<file path="config.mk">
export PLATFORM = sky130hd
export DESIGN_NAME = mem_arbiter_rr
export DESIGN_NICKNAME = d
export VERILOG_FILES = /design/src/rtl/cpu_types_pkg.sv /design/src/rtl/rr_pick.sv /design/src/rtl/mem_arbiter_rr.sv
export SDC_FILE = /design/constraint.sdc
export NUM_CORES = 1
export LEC_CHECK = 0
export CAP_MARGIN = 10
export CORE_AREA = 2 2 197 199
export CTS_CLUSTER_SIZE = 28
export DETAILED_ROUTE_END_ITERATION = 6
export DIE_AREA = 0 0 199 201
export GPL_ROUTABILITY_DRIVEN = 0
export PLACE_DENSITY = 0.39
export REMOVE_ABC_BUFFERS = 1
export SLEW_MARGIN = 20
export SYNTH_ARGS = -nofsm -noshare
export SYNTH_HDL_FRONTEND = slang
export SYNTH_SLANG_ARGS = --single-unit
</file>
<file path="constraint.sdc">
create_clock -name CLK -period 2.9 [get_ports CLK]
set_input_delay 0.725 -clock CLK [delete_from_list [all_inputs] [get_ports CLK]]
set_output_delay 0.725 -clock CLK [all_outputs]
set_load 0.02 [all_outputs]
</file>
<file path="src/rtl/cpu_types_pkg.sv">
// cpu_types_pkg: shared CPU/memory types and arbiter encodings
package cpu_types_pkg;
   typedef logic [31:0] word_t;
   typedef enum logic [1:0] {FREE, BUSY, ACCESS, ERROR} ramstate_t;
   typedef enum logic {IDLE, GRANT} arb_state_t;
   localparam int MODE_RR    = 0;
   localparam int MODE_FIXED = 1;
endpackage

</file>
<file path="src/rtl/rr_pick.sv">
// rr_pick: combinational winner selection, rotating from ptr or fixed from index 0
module rr_pick #(
   parameter  int NREQ = 4,
   localparam int IW   = $clog2(NREQ)
) (
   input  logic [NREQ-1:0] req,
   input  logic [IW-1:0]   ptr,
   input  logic            mode,
   output logic [IW-1:0]   idx,
   output logic            any
);
   logic [IW-1:0] base;
   assign base = mode ? '0 : ptr;
   assign any  = |req;
   // scan from the farthest offset to the nearest so the nearest requester from base wins
   always_comb begin
      idx = '0;
      for (int k = NREQ - 1; k >= 0; k--)
         if (|(req & (NREQ'(1) << ((int'(base) + k) % NREQ)))) idx = IW'((int'(base) + k) % NREQ);
   end
endmodule

</file>
<file path="src/rtl/mem_arbiter_rr.sv">
// mem_arbiter_rr: arbitrates NREQ read/write requesters onto a single RAM port
module mem_arbiter_rr
   import cpu_types_pkg::*;
#(
   parameter  int NREQ = 4,
   parameter  int MODE = MODE_RR,
   localparam int IW   = $clog2(NREQ)
) (
   input  logic                CLK,
   input  logic                RST,
   input  logic   [NREQ-1:0]   REN,
   input  logic   [NREQ-1:0]   WEN,
   input  word_t  [NREQ-1:0]   addr,
   input  word_t  [NREQ-1:0]   store,
   output logic   [NREQ-1:0]   rwait,
   output word_t  [NREQ-1:0]   load,
   input  ramstate_t           ramstate,
   input  word_t               ramload,
   output word_t               ramaddr,
   output word_t               ramstore,
   output logic                ramREN,
   output logic                ramWEN,
   output logic   [IW-1:0]     gnt_id,
   output logic                gnt_vld
);
   arb_state_t      state;
   logic [IW-1:0]   rr_ptr, pick_idx;
   logic            pick_any, held, done;
   logic [NREQ-1:0] req;

   assign req  = REN | WEN;
   assign held = gnt_vld & req[gnt_id];
   assign done = held & (ramstate == ACCESS) & ~RST;

   rr_pick #(.NREQ(NREQ)) u_pick (
      .req  (req),
      .ptr  (rr_ptr),
      .mode (MODE == MODE_FIXED),
      .idx  (pick_idx),
      .any  (pick_any)
   );

   // grant in IDLE; leave GRANT on completion or when the owner withdraws its request
   always_ff @(posedge CLK) begin
      if (RST) begin
         state   <= IDLE;
         rr_ptr  <= '0;
         gnt_id  <= '0;
         gnt_vld <= 1'b0;
      end else if (state == IDLE) begin
         if (pick_any) begin
            state   <= GRANT;
            gnt_id  <= pick_idx;
            gnt_vld <= 1'b1;
         end
      end else if (done || !req[gnt_id]) begin
         state   <= IDLE;
         gnt_vld <= 1'b0;
         if (done) rr_ptr <= (gnt_id == IW'(NREQ - 1)) ? '0 : gnt_id + 1'b1;
      end
   end

   assign ramaddr  = gnt_vld ? addr[gnt_id] : '0;
   assign ramstore = gnt_vld ? store[gnt_id] : '0;
   assign ramWEN   = held & WEN[gnt_id];
   assign ramREN   = held & REN[gnt_id] & ~WEN[gnt_id];

   for (genvar i = 0; i < NREQ; i++) begin : g_ch
      logic hit;
      assign hit      = done && (gnt_id == IW'(i));
      assign rwait[i] = req[i] & ~hit;
      assign load[i]  = hit ? ramload : '0;
   end
endmodule

</file>
=== Word-level counts from Yosys, hierarchy flattened ===
Cells that the tools add are included.

* Register bits: 6

* $add $sub $neg: 4
* Order comparisons: 1
* Equal/unequal tests: 5
* Shifts and indexed selects: 4
* Mux-type cells: 27
* Bitwise gates (word level): 25
* Reductions and logical operators: 19

{| class="wikitable"
|+ Operators with widths
! operator !! number
|-
| 32-bit 2-to-1 mux || 8
|-
| 32-bit binary-select mux with 2-bit select || 2
|-
| 1-bit by 32-bit left shift with 4-bit output (first input constant) || 3
|-
| 4-bit OR reduction || 5
|-
| 4-bit bitwise AND || 4
|-
| 1-bit bitwise AND || 10
|-
| 2-bit 2-to-1 mux || 5
|-
| 1-bit 2-to-1 mux || 9
|-
| 1-bit inverter || 7
|-
| 1-bit binary-select mux with 2-bit select || 3
|-
| 2-bit equality test (second input constant) || 3
|-
| 2-bit OR reduction || 3
|-
| 2-bit by 1-bit adder with 2-bit output (second input constant) || 2
|-
| 2-bit adder (second input constant) || 2
|-
| 1-bit logical AND || 4
|-
| 4-bit bitwise OR || 1
|-
| 2-bit AND reduction || 2
|-
| 1-bit by 2-bit left shift with 4-bit output (first input constant) || 1
|-
| 1-bit bitwise AND (first input constant) || 3
|-
| 2-bit by 3-bit < comparator with 1-bit output (second input constant) || 1
|-
| 3-bit AND reduction || 1
|-
| 2-bit by 1-bit equality test with 1-bit output (second input constant) || 1
|-
| 2-bit zero test || 1
|-
| 2-bit by 1-bit inequality test with 1-bit output (second input constant) || 1
|-
| other kinds (3) || 3
|}

=== Longest topological paths before layout ===
Gate-level depths: netlist (run 1).

* Word-level depth: 10
* Gate-level depth with buffers: 7

=== Cells and area by module ===
A second synthesis (run 1) with hierarchy kept.

* Cells, all modules: 387
* Area total of the unflattened synthesis: 3548.4 µm²

{| class="wikitable"
|+ Modules (own cells, without submodules)
! module !! times used !! cells each !! area each (µm²)
|-
| mem_arbiter_rr || 1 || 355 || 3305.7
|-
| rr_pick || 1 || 32 || 242.7
|}

=== Least setup slack after synthesis (run 1) ===
OpenSTA, ideal clock, no wires.

* Path type: input-to-output
* Start point: in REN[0]
* End point: out rwait[0]
* Arrival time: 2.095 ns
* Setup slack: 0.080 ns
* Stages: 5
* Buffers on the path: 1
* Cells stage by stage: or2_0 mux4_2 and3_4 buf_6 nor2_1

* Word-level cells in the longest chain between the ends: 9

{| class="wikitable"
|+ Ends and longest elaborated chain
! element !! RTL line !! RTL
|-
| start: declaration || mem_arbiter_rr.sv:11 || <nowiki>input logic [NREQ-1:0] REN,</nowiki>
|-
| 4-bit bitwise OR (*) || mem_arbiter_rr.sv:31 || <nowiki>assign req = REN | WEN;</nowiki>
|-
| 1-bit binary-select mux with 2-bit select || mem_arbiter_rr.sv:32 || <nowiki>assign held = gnt_vld & req[gnt_id];</nowiki>
|-
| 1-bit 2-to-1 mux (not written as such) || mem_arbiter_rr.sv:32 ||
|-
| 1-bit bitwise AND || mem_arbiter_rr.sv:32 ||
|-
| 1-bit bitwise AND (2 in a row) || mem_arbiter_rr.sv:33 || <nowiki>assign done = held & (ramstate == ACCESS) & ~RST;</nowiki>
|-
| 1-bit logical AND || mem_arbiter_rr.sv:70 || <nowiki>assign hit = done && (gnt_id == IW'(i));</nowiki>
|-
| 1-bit inverter || mem_arbiter_rr.sv:71 || <nowiki>assign rwait[i] = req[i] & ~hit;</nowiki>
|-
| 1-bit bitwise AND (*) || mem_arbiter_rr.sv:71 ||
|-
| end: declaration || mem_arbiter_rr.sv:15 || <nowiki>output logic [NREQ-1:0] rwait,</nowiki>
|}

Mark *: on every way between the ends. The rest lies on a longest branch, timed or not. The select of a mux whose other input is x is not followed.

==> results_dict.tcl, run 1 <==
set metrics [dict create \
    worst_hold_path.endpoint "rr_ptr[0]" \
    cts.sinks 6 \
    ant_nets 0 \
    syn-instance-count 382 \
    grt_pass1_vias 5919 \
    finalCritPeriodShare 1.11 \
    cts_buffer_depth 2 \
    dieWidth_um 199 \
    grt_max_degree 69 \
    cts_tree "done" \
    dr.pass1.iters 4 \
    crit_top_cell "buf_6" \
    ys_ff_latch 6 \
    critical_path.max_fanout 6 \
    worstHoldStart "rr_ptr[0]" \
    powerDensity_nw_per_um2 167 \
    drt-initial-drc-count 134 \
    reg2reg_depth 7 \
    synth_top_area_cell "mux4_2" \
    synthesis.area_um2 3640 \
    synth_flop_cell "dfxtp_1" \
    grt_first_pass_wirelength_um 40900 \
    htreeDepth 1 \
    num_rows 72 \
    wl_per_cell_um 20.7 \
    clock_tree.root_cell "clkbuf_16" \
    cts_buffers 3 \
    rsz0062_at_grt "yes" \
    cp-start-kind "input pin" \
    crit_arrival_ps 2500 \
    drive_gt1_frac 0.441 \
    synth_edf_count 0 \
    slowest_delay_ps 500 \
    worst_pin_slew_ps 703 \
    mostFrequentLayoutCells "clkdlybuf4s50_1 (291), buf_6 (144), and2_4 (98), and2_1 (90), mux4_2 (66)" \
    drc_errors 0 \
    hold_path.class "reg -> reg" \
    clock_skew_ps 2.01 \
    io_pins 501 \
    initial_core_util 0.0954 \
    finalSetupTns_ps -22400 \
    leakagePower_nw 5.02 \
    r2r_end "gnt_id[1]" \
    synth_warnings 0 \
    hold_buffers 0 \
    synth_area_per_cell_um2 9.52 \
    track_usage 0.139 \
    seq_area_um2 129 \
    failed_checks "negative setup slack" \
    ys_async_sr_fraction 0 \
    design.core.area_um2 38100 \
    crit_type "in -> out" \
    endpoint_kind "output pin" \
    cts.reportedPaths.clkPinSlew_ps 30 \
    port_buffers 500 \
    yosysSeqAreaShare 0.0330 \
    holdWs_ps 554 \
    multi_input_area_um2 3620 \
    ys_types 35 \
    slew_viol_final 0 \
    nets 1242 \
    via_count 5480 \
    vdd_drop_max_mv 0.168 \
    hold_depth 2 \
    grt_antenna_before_repair 2 \
    clkLatencyLatePin_ps 230 \
    die_h_um 201 \
    dieArea_um2 40000 \
    fmax_mhz 310 \
    overflow 0 \
    r2r_setup_slack_ps 930 \
    timing.rr.start "rr_ptr[0]" \
    setup_violations 131 \
    critPathSlowestCell "mux4_2" \
    max-slew-margin-rel 0.531 \
    nFillCells 4062 \
    syn2layout_area_growth_pct 186 \
    layout.cells.most_common "clkdlybuf4s50_1" \
    status "complete, but fails checks" \
    finalCriticalPeriod_ps 3230 \
    place_hpwl_um 21900 \
    crit_chain "buf_2 > or2_1 > mux4_2 > buf_8 > and3_4 > buf_6 > buf_6 > buf_6 > and2_4 > buf_6" \
    wl_um 30000 \
    n_antenna_cell 0 \
    hold_viol_final 0 \
    max-cap-violations 0 \
    synth_top_area_share 0.409 \
    fin_ws_ps -327 \
    synth.area.top_cells "mux4_2 (41%), and2_1 (31%), buf_6 (3.7%)" \
    via_per_inst 3.78 \
    crit_required_ps 2170 \
]
-- state kept, by name, summed over array words and instances (netlist names) --
register	cells
gnt_vld	1
gnt_id	2
state	1
rr_ptr	2
-- Yosys cell counts, types with 2 or more instances --
master / n
and2_1: 180
mux4_2: 66
o21ai_0: 17
nor2_1: 14
and2_2: 13
buf_6: 12
buf_2: 10
ha_1: 10
clkbuf_1: 9
dfxtp_1: 6
and3_4: 4
inv_1: 4
nand2_1: 4
and4_1: 3
buf_1: 3
nand3_1: 3
or2_1: 3
a211oi_1: 2
a21oi_1: 2
nand4_1: 2
-- where the power goes --
group / switching [W] / internal [W] / total (W)
Clock: 0.0000446 / 0.000177 / 0.000221
Combinational: 0.000558 / 0.000858 / 0.00142
Sequential: 0.00000704 / 0.0000893 / 0.0000963
Total: 0.000609 / 0.00112 / 0.00173
-- area by class of cell --
cell class | count | share of cell area
Clock buffer | 3 | 0.00722
Inverter | 5 | 0.00180
Multi-Input combinational cell | 345 | 0.348
Sequential cell | 6 | 0.0124
Tap cell | 518 | 0.0623
Timing Repair Buffer | 571 | 0.568
-- layer usage --
metal / track usage / routed length [um] / vias to the layer above
li1: - / - / 2499
met1: 0.142 / 10200 / 2618
met2: 0.282 / 16100 / 342
met3: 0.0410 / 3180 / 19
met4: 0.0101 / 393 / 2
met5: 0 / 13 / -
-- worst max-delay path, delay by kind of cell --
kind / cells / cell delay (ps)
buf+inv: 6 / 740
mux: 1 / 500
simple gates: 3 / 520
-- worst max path at each step --
stage	from	endpoint
2_1_floorplan	gnt_id[0]	rwait[0]
3_3_place_gp	REN[0]	load[115]
3_5_place_dp	REN[0]	load[115]
4_1_cts	WEN[0]	load[32]
5_1_grt	REN[1]	load[116]
6_report	WEN[3]	load[116]
-- through the flow --
stage / worst slack [ps] / cells / cell area [um^2] / power [W] / utilization
after floorplan: -2140 / 347 / 3400 / 0.000661 / -
final: -327 / 1448 / 10400 / 0.00173 / 0.273
after detailed placement: -861 / 1389 / 9300 / 0.00147 / 0.244
after global routing: -363 / 1448 / 10400 / 0.00185 / 0.273
after CTS: -555 / 1442 / 9730 / 0.00177 / 0.255
after global placement: -884 / 1389 / 9300 / 0.00147 / 0.244
-- logic make-up (layout without fill, tap and decap cells) --
logic type | after synthesis | in the layout | synth area share
AO/OA/AOI/OAI | 27 | 27 | 0.0444
adder cells (fa/ha/maj) | 10 | 10 | 0.0344
flip-flops | 6 | 6 | 0.0330
AND/OR/NAND/NOR | 232 | 241 | 0.402
multiplexers | 67 | 67 | 0.416
buffers and inverters | 40 | 579 | 0.0705
-- repair_timing --
item	CTS	global route
gates cloned	10	0
pin swaps	24	13
setup endpoints to repair	195	195
setup buffers	40	12
gates resized for setup	556	433
Note: power is estimated with default switching activity, not from simulation.
==> run 2, diff against run 1 <==
CORE_AREA = 2 2 195 197   (was 2 2 197 199)
DIE_AREA = 0 0 197 199   (was 0 0 199 201)
SYNTH_HIERARCHICAL = 1   (was unset)
==> results_dict.tcl, run 2 <==
set metrics [dict create \
    die_h_um 199 \
    dieArea_um2 39200 \
    synth_edf_count 0 \
    rsz0062_at_grt "yes" \
    finalPower_w 0.00147 \
    p_sw_w 0.000495 \
    crit_chain "buf_6 > nor2_4 > mux4_2 > buf_6 > nor3_4 > buf_6 > buf_12 > buf_16 > and2_4 > buf_6" \
    io_pins 501 \
    vdd_drop_max_mv 0.134 \
    layout.cells.most_common "clkdlybuf4s50_1" \
    dr.pass1.iters 4 \
    critPathSlowestCell "mux4_2" \
    ys_types 35 \
    grt_max_degree 66 \
    wl_um 30700 \
    crit_type "in -> out" \
    comb_power_share 0.785 \
    synth_top_area_share 0.432 \
    seq_area_um2 129 \
    cts.reportedPaths.clkPinSlew_ps 30 \
    initial_core_util 0.0956 \
    ant_nets 0 \
    overflow 0 \
    clock_skew_ps 1.67 \
    design.core.area_um2 37100 \
    switching_share 0.338 \
    hold_path.class "reg -> reg" \
    num_rows 71 \
    path_buf_inv 6 \
    mostFrequentLayoutCells "clkdlybuf4s50_1 (290), buf_6 (144), and2_4 (128), mux4_2 (68), and2_1 (65)" \
    grt_first_pass_wirelength_um 42400 \
    critical_path.max_fanout 8 \
    slowest_delay_ps 500 \
    worst_pin_slew_ps 514 \
    synth_area_per_cell_um2 9.17 \
    fin_ws_ps -173 \
    synth_warnings 6 \
    failed_checks "negative setup slack" \
    synth.area.top_cells "mux4_2 (43%), and2_1 (34%), dfxtp_1 (3.4%)" \
    ys_ff_latch 6 \
    slew_viol_final 0 \
    place_hpwl_um 23700 \
    cts_buffers 3 \
    drive_gt1_frac 0.467 \
    via_count 5387 \
    fmax_mhz 325 \
    setup_violations 128 \
    ys_async_sr_fraction 0 \
    grt_pass1_vias 6041 \
    max-cap-violations 0 \
    seqPwrFrac 0.063 \
    finalCriticalPeriod_ps 3070 \
    multi_input_area_um2 3640 \
    nets 1231 \
    hold_viol_final 0 \
    intPower_w 0.000971 \
    dieWidth_um 197 \
    synthesis.area_um2 3550 \
    cp-start-kind "input pin" \
    crit_required_ps 2170 \
    cts.sinks 6 \
    wl_per_cell_um 21.9 \
    crit_top_cell "buf_6" \
    synth_flop_cell "dfxtp_1" \
    yosys-top-cells-count "and2_1 (193), mux4_2 (68), clkbuf_1 (28), nor2_1 (15)" \
    reg_top3 "gnt_id: 2 flops, rr_ptr: 2 flops" \
    crit_arrival_ps 2350 \
    clkPwrFrac 0.152 \
    drc_errors 0 \
    synth_top_area_cell "mux4_2" \
    cts_tree "done" \
    track_usage 0.150 \
    syn-instance-count 387 \
    finalCritPeriodShare 1.06 \
    endpoint_kind "output pin" \
    drt-initial-drc-count 126 \
    max-slew-margin-rel 0.657 \
    yosysMostFrequentCell "and2_1" \
    grt_antenna_before_repair 8 \
    powerDensity_nw_per_um2 139 \
    nFillCells 3922 \
    status "complete, but fails checks" \
    dp_slack_ps -1020 \
    via_per_inst 3.85 \
    clock_tree.root_cell "clkbuf_16" \
    port_buffers 500 \
    yosysSeqAreaShare 0.0339 \
    cts_buffer_depth 2 \
    fin_util 0.284 \
    syn2layout_area_growth_pct 198 \
    htreeDepth 1 \
    leakagePower_nw 4.40 \
    critPathTopFamily "buffers and inverters" \
    clkLatencyLatePin_ps 230 \
]
==> run 2: area by class of cell <==
cell class | count | share of cell area
repair buffers | 565 | 0.575
multi-input cells | 336 | 0.344
well taps | 474 | 0.0562
flip-flops and latches | 6 | 0.0122
clock buffers | 3 | 0.00711
inverters | 10 | 0.00355
diodes | 6 | 0.00142
==> run 2: what timing repair did <==
item	CTS	global route
cloned	14	0
pin swaps	6	3
gates resized for setup	1040	36
hold buffers	0	0
setup buffers	16	7
endpoints found under the setup margin	197	138
==> run 2: through the flow <==
stage / TNS (ps) / instance area [um^2] / cells / hold slack (ps)
after CTS: -12410 / 10500 / 1395 / 484
final: -16120 / 10600 / 1400 / 489
after detailed placement: -137310 / 9400 / 1362 / 476
after global placement: -136780 / 9400 / 1362 / 472
after floorplan: -489800 / 3410 / 352 / 448
after global routing: -22630 / 10600 / 1398 / 509
==> run 2: final timing paths <==
| check | startpoint | to | slack [ps] | cells past startpoint |
|---|---|---|---|---|
| max | WEN[1] | load[71] | -170 | 10 |
| min | state | gnt_vld | 490 | 1 |
| max reg2reg | rr_ptr[0] | gnt_id[1] | 660 | 9 |
| min reg2reg | state | gnt_vld | 490 | 1 |
==> run 2: power groups by stage <==
stage                     Combinational (W)  Sequential [W]  Clock [W]
after detailed placement            0.00117       0.0000931          0
after global routing                0.00123       0.0000927   0.000233
after floorplan                    0.000382        0.000139          0
final                               0.00115       0.0000923   0.000223
after global placement              0.00117       0.0000935          0
after CTS                           0.00117       0.0000921   0.000227
==> run 2: worst reg2reg max path: cells and delay by family, from the launching register on <==
family                     cells  cell delay [ps]
adders and majority gates      1              240
DFF                            1              340
AOI/OAI and AO/OA              4              690
and+or+nand+nor                3              830
buffers and inverters          1               80
==> run 2: logic make-up (layout without fill, tap and decap cells) <==
family	Yosys count	count (layout)	synth area share
compound gates	19	19	0.0409
mux	70	70	0.438
simple gates	235	235	0.404
flops	6	6	0.0339
other cells	1	9	0.00106
buf+inv	47	578	0.0511
fa+ha+maj	9	9	0.0317
==> run 2: per-layer routing <==
layer	global-route usage	wire length (um)
met1	0.155	10900
met3	0.0478	2960
met4	0.0239	394
met2	0.298	16400
met5	0	27
